--- src/rtl/rr_mux_pipe_if.sv ---
// rr_mux_pipe_if: producer-side and consumer-side signals of the rr_mux_pipe.
// The slave modport is the mux view; the master modport is the surrounding
// environment (producers, consumer and select control).
interface rr_mux_pipe_if #(
   parameter int N = 8,
   parameter int W = 8
);
   localparam int SW = $clog2(N);

   logic [N*W-1:0] in_data;
   logic [N-1:0]   in_valid;
   logic [N-1:0]   in_ready;
   logic [SW-1:0]  sel;
   logic           mode;
   logic [W-1:0]   out_data;
   logic           out_valid;
   logic           out_ready;
   logic [SW-1:0]  out_ch;
   logic           sel_err;

   modport master (
      output in_data, in_valid, sel, mode, out_ready,
      input  in_ready, out_data, out_valid, out_ch, sel_err
   );

   modport slave (
      input  in_data, in_valid, sel, mode, out_ready,
      output in_ready, out_data, out_valid, out_ch, sel_err
   );
endinterface

--- src/rtl/rr_mux_pipe.sv ---
// rr_mux_pipe: N-channel, W-bit registered multiplexer with valid/ready
// handshake, manual select or round-robin auto scan.
// Build macro RR_MUX_PIPE_STAGE_EN: adds a register stage after the first
// (pairwise 2:1) tree level plus a skid slot, giving latency 2 at full
// throughput. Undefined (default): single output register, latency 1.
module rr_mux_pipe #(
   parameter int N  = 8,
   parameter int W  = 8,
   parameter int SW = $clog2(N)
) (
   input  logic         clk,
   input  logic         rst_n,
   rr_mux_pipe_if.slave bus
);
   genvar gi;

   // architectural state shared by both build variants
   logic [SW-1:0] rr_ptr_reg;
   logic          sel_err_reg;
   logic [W-1:0]  out_data_reg;
   logic          out_valid_reg;
   logic [SW-1:0] out_ch_reg;

   // request steering
   logic          out_free;
   logic          accept_ok;
   logic          sel_in_range;
   logic          man_hit;
   logic          auto_hit;
   logic [SW-1:0] auto_grant;
   logic [N-1:0]  upper_valid;
   logic          req_hit;
   logic [SW-1:0] req_ch;
   logic          accept;
   logic [SW-1:0] rr_ptr_next;
   logic          sel_err_next;
   logic [N-1:0]  in_ready_vec;
   logic [W-1:0]  chan_word [N];

   // Per-channel slices, the "at or above rr_ptr" valid mask used by the
   // round-robin scan, and the one-hot ready decode.
   generate
      for (gi = 0; gi < N; gi++) begin : g_chan
         assign chan_word[gi]    = bus.in_data[gi*W +: W];
         assign upper_valid[gi]  = bus.in_valid[gi] && (SW'(gi) >= rr_ptr_reg);
         assign in_ready_vec[gi] = accept && (req_ch == SW'(gi));
      end
   endgenerate

   assign bus.in_ready  = in_ready_vec;
   assign bus.out_data  = out_data_reg;
   assign bus.out_valid = out_valid_reg;
   assign bus.out_ch    = out_ch_reg;
   assign bus.sel_err   = sel_err_reg;

   // Round-robin grant: lowest valid channel at or above rr_ptr, else wrap
   // around to the lowest valid channel overall.
   always_comb begin
      auto_hit   = 1'b0;
      auto_grant = '0;
      for (int c = 0; c < N; c++) begin
         if (!auto_hit && upper_valid[c]) begin
            auto_hit   = 1'b1;
            auto_grant = SW'(c);
         end
      end
      for (int c = 0; c < N; c++) begin
         if (!auto_hit && bus.in_valid[c]) begin
            auto_hit   = 1'b1;
            auto_grant = SW'(c);
         end
      end
   end

   // Manual select qualification; sel may exceed N-1 when N is not a power of two.
   always_comb begin
      sel_in_range = (int'(bus.sel) < N);
      man_hit      = 1'b0;
      for (int c = 0; c < N; c++) begin
         if ((bus.sel == SW'(c)) && bus.in_valid[c]) begin
            man_hit = 1'b1;
         end
      end
   end

   // Mode steering, accept decision, pointer advance and select error.
   always_comb begin
      req_hit      = bus.mode ? auto_hit : man_hit;
      req_ch       = bus.mode ? auto_grant : bus.sel;
      accept       = accept_ok && req_hit;
      sel_err_next = !bus.mode && accept_ok && !sel_in_range;
      rr_ptr_next  = rr_ptr_reg;
      if (bus.mode && accept) begin
         rr_ptr_next = (auto_grant == SW'(N - 1)) ? '0 : auto_grant + SW'(1);
      end
   end

   // Round-robin pointer and select-error pulse register.
   always_ff @(posedge clk or negedge rst_n) begin
      if (!rst_n) begin
         rr_ptr_reg  <= '0;
         sel_err_reg <= 1'b0;
      end else begin
         rr_ptr_reg  <= rr_ptr_next;
         sel_err_reg <= sel_err_next;
      end
   end

   assign out_free = !out_valid_reg || bus.out_ready;

`ifdef RR_MUX_PIPE_STAGE_EN
   localparam int P = (N + 1) / 2;

   logic [W-1:0]  pair_word   [P];
   logic [W-1:0]  s1_pair_reg [P];
   logic          s1_valid_reg;
   logic [SW-1:0] s1_ch_reg;
   logic [W-1:0]  s1_word;
   logic          skid_valid_reg;
   logic [W-1:0]  skid_data_reg;
   logic [SW-1:0] skid_ch_reg;
   logic          s1_to_out;
   logic          s1_to_skid;

   // First tree level: every pair is reduced by the select LSB; an odd last
   // channel passes straight through.
   generate
      for (gi = 0; gi < P; gi++) begin : g_pair
         if (2*gi + 1 < N) begin : g_two
            assign pair_word[gi] = req_ch[0] ? chan_word[2*gi + 1] : chan_word[2*gi];
         end else begin : g_one
            assign pair_word[gi] = chan_word[2*gi];
         end
      end
   endgenerate

   // Intake is gated only by the registered skid state, so in_ready does not
   // combinationally depend on out_ready in this variant.
   assign accept_ok  = rst_n && !skid_valid_reg;
   assign s1_to_out  = s1_valid_reg && !skid_valid_reg && out_free;
   assign s1_to_skid = s1_valid_reg && !skid_valid_reg && !out_free;

   // Second tree level: pick the registered pair using the upper select bits.
   always_comb begin
      s1_word = s1_pair_reg[0];
      for (int p = 1; p < P; p++) begin
         if ((s1_ch_reg >> 1) == SW'(p)) begin
            s1_word = s1_pair_reg[p];
         end
      end
   end

   // Stage-1 register: captures all pair results on an accepted request.
   always_ff @(posedge clk or negedge rst_n) begin
      if (!rst_n) begin
         s1_valid_reg <= 1'b0;
         s1_ch_reg    <= '0;
         for (int p = 0; p < P; p++) begin
            s1_pair_reg[p] <= '0;
         end
      end else begin
         if (accept) begin
            s1_ch_reg <= req_ch;
            for (int p = 0; p < P; p++) begin
               s1_pair_reg[p] <= pair_word[p];
            end
         end
         if (accept) begin
            s1_valid_reg <= 1'b1;
         end else if (s1_to_out || s1_to_skid) begin
            s1_valid_reg <= 1'b0;
         end
      end
   end

   // Skid slot: parks the stage-1 word while the output is stalled so the
   // word accepted in the same cycle is not lost.
   always_ff @(posedge clk or negedge rst_n) begin
      if (!rst_n) begin
         skid_valid_reg <= 1'b0;
         skid_data_reg  <= '0;
         skid_ch_reg    <= '0;
      end else if (s1_to_skid) begin
         skid_valid_reg <= 1'b1;
         skid_data_reg  <= s1_word;
         skid_ch_reg    <= s1_ch_reg;
      end else if (skid_valid_reg && out_free) begin
         skid_valid_reg <= 1'b0;
      end
   end

   // Output register: the older skid word has priority over stage 1.
   always_ff @(posedge clk or negedge rst_n) begin
      if (!rst_n) begin
         out_data_reg  <= '0;
         out_valid_reg <= 1'b0;
         out_ch_reg    <= '0;
      end else if (out_free) begin
         if (skid_valid_reg) begin
            out_data_reg  <= skid_data_reg;
            out_ch_reg    <= skid_ch_reg;
            out_valid_reg <= 1'b1;
         end else if (s1_valid_reg) begin
            out_data_reg  <= s1_word;
            out_ch_reg    <= s1_ch_reg;
            out_valid_reg <= 1'b1;
         end else begin
            out_valid_reg <= 1'b0;
         end
      end
   end
`else
   logic [W-1:0] sel_word;

   // A new word may enter only when the output register is empty or draining.
   assign accept_ok = rst_n && out_free;

   // Full N:1 data select for the granted channel.
   always_comb begin
      sel_word = chan_word[0];
      for (int c = 1; c < N; c++) begin
         if (req_ch == SW'(c)) begin
            sel_word = chan_word[c];
         end
      end
   end

   // Output register: load on accept, clear valid when free with no request.
   always_ff @(posedge clk or negedge rst_n) begin
      if (!rst_n) begin
         out_data_reg  <= '0;
         out_valid_reg <= 1'b0;
         out_ch_reg    <= '0;
      end else if (out_free) begin
         out_valid_reg <= accept;
         if (accept) begin
            out_data_reg <= sel_word;
            out_ch_reg   <= req_ch;
         end
      end
   end
`endif

endmodule

--- src/flat_wrapper.sv ---
// flat-port wrapper written by rule: the top's interface ports become plain ports
module rr_mux_pipe_flat 
#(
   parameter int N  = 8,
   parameter int W  = 8,
   parameter int SW = $clog2(N)
)
  (clk, rst_n, bus_in_data, bus_in_valid, bus_sel, bus_mode, bus_out_ready, bus_in_ready, bus_out_data, bus_out_valid, bus_out_ch, bus_sel_err);
  rr_mux_pipe_if #(.N(N), .W(W)) bus_i ();
  input  logic clk;
  input  logic rst_n;
  input wire logic [$bits(bus_i.in_data)-1:0] bus_in_data;
  input wire logic [$bits(bus_i.in_valid)-1:0] bus_in_valid;
  input wire logic [$bits(bus_i.sel)-1:0] bus_sel;
  input wire logic [$bits(bus_i.mode)-1:0] bus_mode;
  input wire logic [$bits(bus_i.out_ready)-1:0] bus_out_ready;
  output wire logic [$bits(bus_i.in_ready)-1:0] bus_in_ready;
  output wire logic [$bits(bus_i.out_data)-1:0] bus_out_data;
  output wire logic [$bits(bus_i.out_valid)-1:0] bus_out_valid;
  output wire logic [$bits(bus_i.out_ch)-1:0] bus_out_ch;
  output wire logic [$bits(bus_i.sel_err)-1:0] bus_sel_err;
  assign bus_i.in_data = bus_in_data;
  assign bus_i.in_valid = bus_in_valid;
  assign bus_i.sel = bus_sel;
  assign bus_i.mode = bus_mode;
  assign bus_i.out_ready = bus_out_ready;
  assign bus_in_ready = bus_i.in_ready;
  assign bus_out_data = bus_i.out_data;
  assign bus_out_valid = bus_i.out_valid;
  assign bus_out_ch = bus_i.out_ch;
  assign bus_sel_err = bus_i.sel_err;
  rr_mux_pipe #(.N(N), .W(W), .SW(SW)) u_core (.clk(clk), .rst_n(rst_n), .bus(bus_i));
endmodule
--- config.mk ---
export PLATFORM = sky130hd
export DESIGN_NAME = rr_mux_pipe_flat
export DESIGN_NICKNAME = d
export VERILOG_FILES = /design/src/rtl/rr_mux_pipe_if.sv /design/src/rtl/rr_mux_pipe.sv /design/src/flat_wrapper.sv
export SDC_FILE = /design/constraint.sdc
export NUM_CORES = 1
export LEC_CHECK = 0
export BUFFER_PORTS_ARGS = -buffer_cell sky130_fd_sc_hd__clkbuf_2
export CAP_MARGIN = 30
export CORE_UTILIZATION = 50
export CTS_BUF_LIST = sky130_fd_sc_hd__clkbuf_2
export DETAILED_ROUTE_END_ITERATION = 6
export GPL_ROUTABILITY_DRIVEN = 1
export PLACE_DENSITY = 0.93
export SLEW_MARGIN = 10
export SYNTH_ARGS = -nofsm -noshare
export SYNTH_HDL_FRONTEND = slang
export SYNTH_SLANG_ARGS = --single-unit
--- constraint.sdc ---
create_clock -name clk -period 4.9 [get_ports clk]
set_input_delay 1.225 -clock clk [delete_from_list [all_inputs] [get_ports clk]]
set_output_delay 1.225 -clock clk [all_outputs]
set_load 0.02 [all_outputs]
==> flow_summary.ini <==
[run_status]
outcome = complete, no violations

[cells_and_area]
layout_common_cells = clkbuf_2 (101), nand2_1 (27), nor2_1 (19)
largest_register_ff_count = 8
fin_area_mm2 = 0.00229
total_inserted_antenna_cells = 0
final_nets = 383
layout_commonest_cell = clkbuf_2
area_growth_pct = 26.0
post_route_cells_drive_above_1_share_pct = 48.8

[floorplanning]
core_region_area_mm2 = 0.00342
die_extent_in_y_um = 62.3
start_util_pct = 53.2
die-width_um = 62.3
std_cell_rows = 21
fp.dieArea_mm2 = 0.00388
ioPinCount = 100

[cts]
insertion_delay_ns = 0.28
cts_max_level = 1
cts_buffers = 3
cts.repair_timing.setup_buffer_count = 0
cts.path.max_buffers = 2
tritoncts = done
clockRootBuffer = clkbuf_2
cts.sink_count = 15
clk_slew_on_worst_s_h_paths_ns = 0.15
cts-hold-fix-buffers = 0
postCtsResizedCells = 0

[yosys]
sequential_element_share_of_the_synthesized_area_pct = 20.6
syn-instance-count = 207
synth_area_mm2 = 0.00182
ys_ff_latch = 15
postSynth.topFlopCell = dfrtp_1
synth_nets = 288
ys_types = 57
synthArstFlopShare_pct = 100
synth-edff-count = 0
synth.avg_cell_area_um2 = 8.78
ys.warnings.count = 0

[global_routing]
grt_pass1_wl_um = 9180
grt_pass1_vias = 1954
grt_overflow_total = 0
grt_max_degree = 28
grt_usage_pct = 29.5
antenna_violations_before_repair = 0

[min_path]
worst_hold_path.endpoint = u_core.bus.out_ch[0]$_DFFE_PN0P_
hold_path.class = reg2reg
worst_hold_startpoint = u_core.bus.out_ch[0]$_DFFE_PN0P_
holdPathStages = 2

[timing]
max-slew-margin-rel_pct = 61.0
final_period_minus_worst_setup_slack_ns = 4.32
max_clock_freq_mhz = 232
timing.clock.skew_ns = 0.00603
report.final.slew_viol_count = 0
timing.setup.tns_ns = 0
grt_setup_unrepaired = false
tightest_slew_ns = 0.583
report.final.hold_viol_count = 0
final_min_period_over_clock_period_pct = 88.1
setup_viol_count_final = 0

[detailed_routing]
drt-pass1-iter-count = 6
routedWlPerCell_um = 16.2
starting_drc_count_in_detailed_routing = 168
drt_drc_violations_left = 0
drtAntennaViolNets = 0
vias = 2102
drt-total-wl_um = 5610
detail_route.vias_per_cell = 6.06

[setup_path]
worst_path_most_repeated_cell = clkbuf_2
worstSetupEndpointType = primary output
path_class = in2out
worstReg2RegEnd = u_core.bus.out_data[2]$_DFFE_PN0P_
cell_chain_critical_path = clkbuf_2 -> nand3b_1 -> a221o_1 -> o31ai_2 -> a21oi_2 -> nor3_4 -> clkbuf_2
r2r_setup_slack_ns = 2.12
worst_path_max_delay_cell = nor3_4
reg2regPathDepth = 7
worstPathMaxFanout = 9
arrival_ns = 3.09
max_stage_delay_ns = 0.41
cp_startpoint_kind = primary input
timing.rr.start = u_core.rr_ptr_reg[2]$_DFFE_PN0P_
worst-endpoint-required_ns = 3.67

[run]
max_cap_viol_count = 0

[power_and_ir_drop]
power.ir.vdd_worst_v = 0.000328
power.density_mw_per_mm2 = 406
static-leakage-power_nw = 1.14

[placed_design]
globalplace.congestion = 0.963
port_buffers = 98
detailed_place_hpwl_um = 4390
placedInstanceArea_mm2 = 0.00227
report_power, final:
| group | total [mW] | switching (mW) | internal, mW |
|---|---|---|---|
| clock network | 0.0581 | 0.0396 | 0.0185 |
| logic | 0.636 | 0.365 | 0.271 |
| registers | 0.237 | 0.0597 | 0.177 |
| total | 0.931 | 0.464 | 0.467 |
synthesized netlist by cell type (4+ instances only):
master    instances  share of area (%)
inv_1             4               0.83
nand2_1          27                5.6
a31oi_1           9                3.1
nor3_1            5                1.4
o221ai_1          7                3.4
dfrtp_1          15                 21
a21oi_1           9                2.5
buf_4             4                1.7
mux2i_1          16                8.8
nor2_1           19                3.9
mux2_2           10                6.2
a221o_1           9                5.0
a31o_2            9                4.3
o21ai_0           6                1.7
buf_6             5                3.1
cells by family after synthesis:
family,count (synthesis),share of synthesized area (%)
AO/OA/AOI/OAI,73,32.5
adder cells (fa/ha/maj),2,1.38
buffers and inverters,17,8.12
flip-flops,15,20.6
multiplexers,28,17.5
other,1,0.206
AND/OR/NAND/NOR,71,19.7
area by class of cell:
class,instances,area (um2)
Timing Repair Buffer,103,528
Sequential cell,15,375
Clock buffer,3,15.0
Clock inverter,1,5.00
Multi-Input combinational cell,175,1290
Tap cell,46,57.6
Fill cell,304,1120
Inverter,4,15.0
through the flow:
step	total power, mW	hold slack [ns]	utilization, %	worst slack (ns)	instances
global route	1.00	0.539	67.1	0.498	347
floorplan	0.715	0.565	-	0.867	207
global placement	0.844	0.469	66.5	0.610	343
CTS	0.925	0.515	67.1	0.613	347
finish	0.931	0.513	67.1	0.582	347
detailed placement	0.865	0.481	66.5	0.614	343
worst max-delay path by stage:
stage | startpoint | to | slack (ns) | depth (start not counted)
2_1_floorplan | bus_in_valid[0] | bus_in_ready[6] | 0.87 | 7
3_3_place_gp | bus_in_valid[0] | bus_in_ready[6] | 0.61 | 8
3_5_place_dp | bus_in_valid[4] | bus_in_ready[7] | 0.61 | 7
4_1_cts | bus_in_valid[5] | bus_in_ready[7] | 0.61 | 7
5_1_grt | bus_in_valid[5] | bus_in_ready[7] | 0.50 | 7
6_report | bus_in_valid[5] | bus_in_ready[7] | 0.58 | 7
critical path: cells and delay by family:
family / cells / cell delay [ns]
buf+inv: 2 / 0.39
simple gates: 2 / 0.60
compound gates: 3 / 0.88
per-layer routing:
| metal | GRT usage (%) | part of all wire, % | vias to the layer above |
|---|---|---|---|
| li1 | - | - | 988 |
| met1 | 37.8 | 40 | 980 |
| met2 | 50.8 | 50 | 128 |
| met3 | 5.15 | 9.1 | 6 |
| met4 | 7.56 | 0.80 | 0 |
| met5 | 0 | 0 | - |
Note: power is estimated with default switching activity, not from simulation.
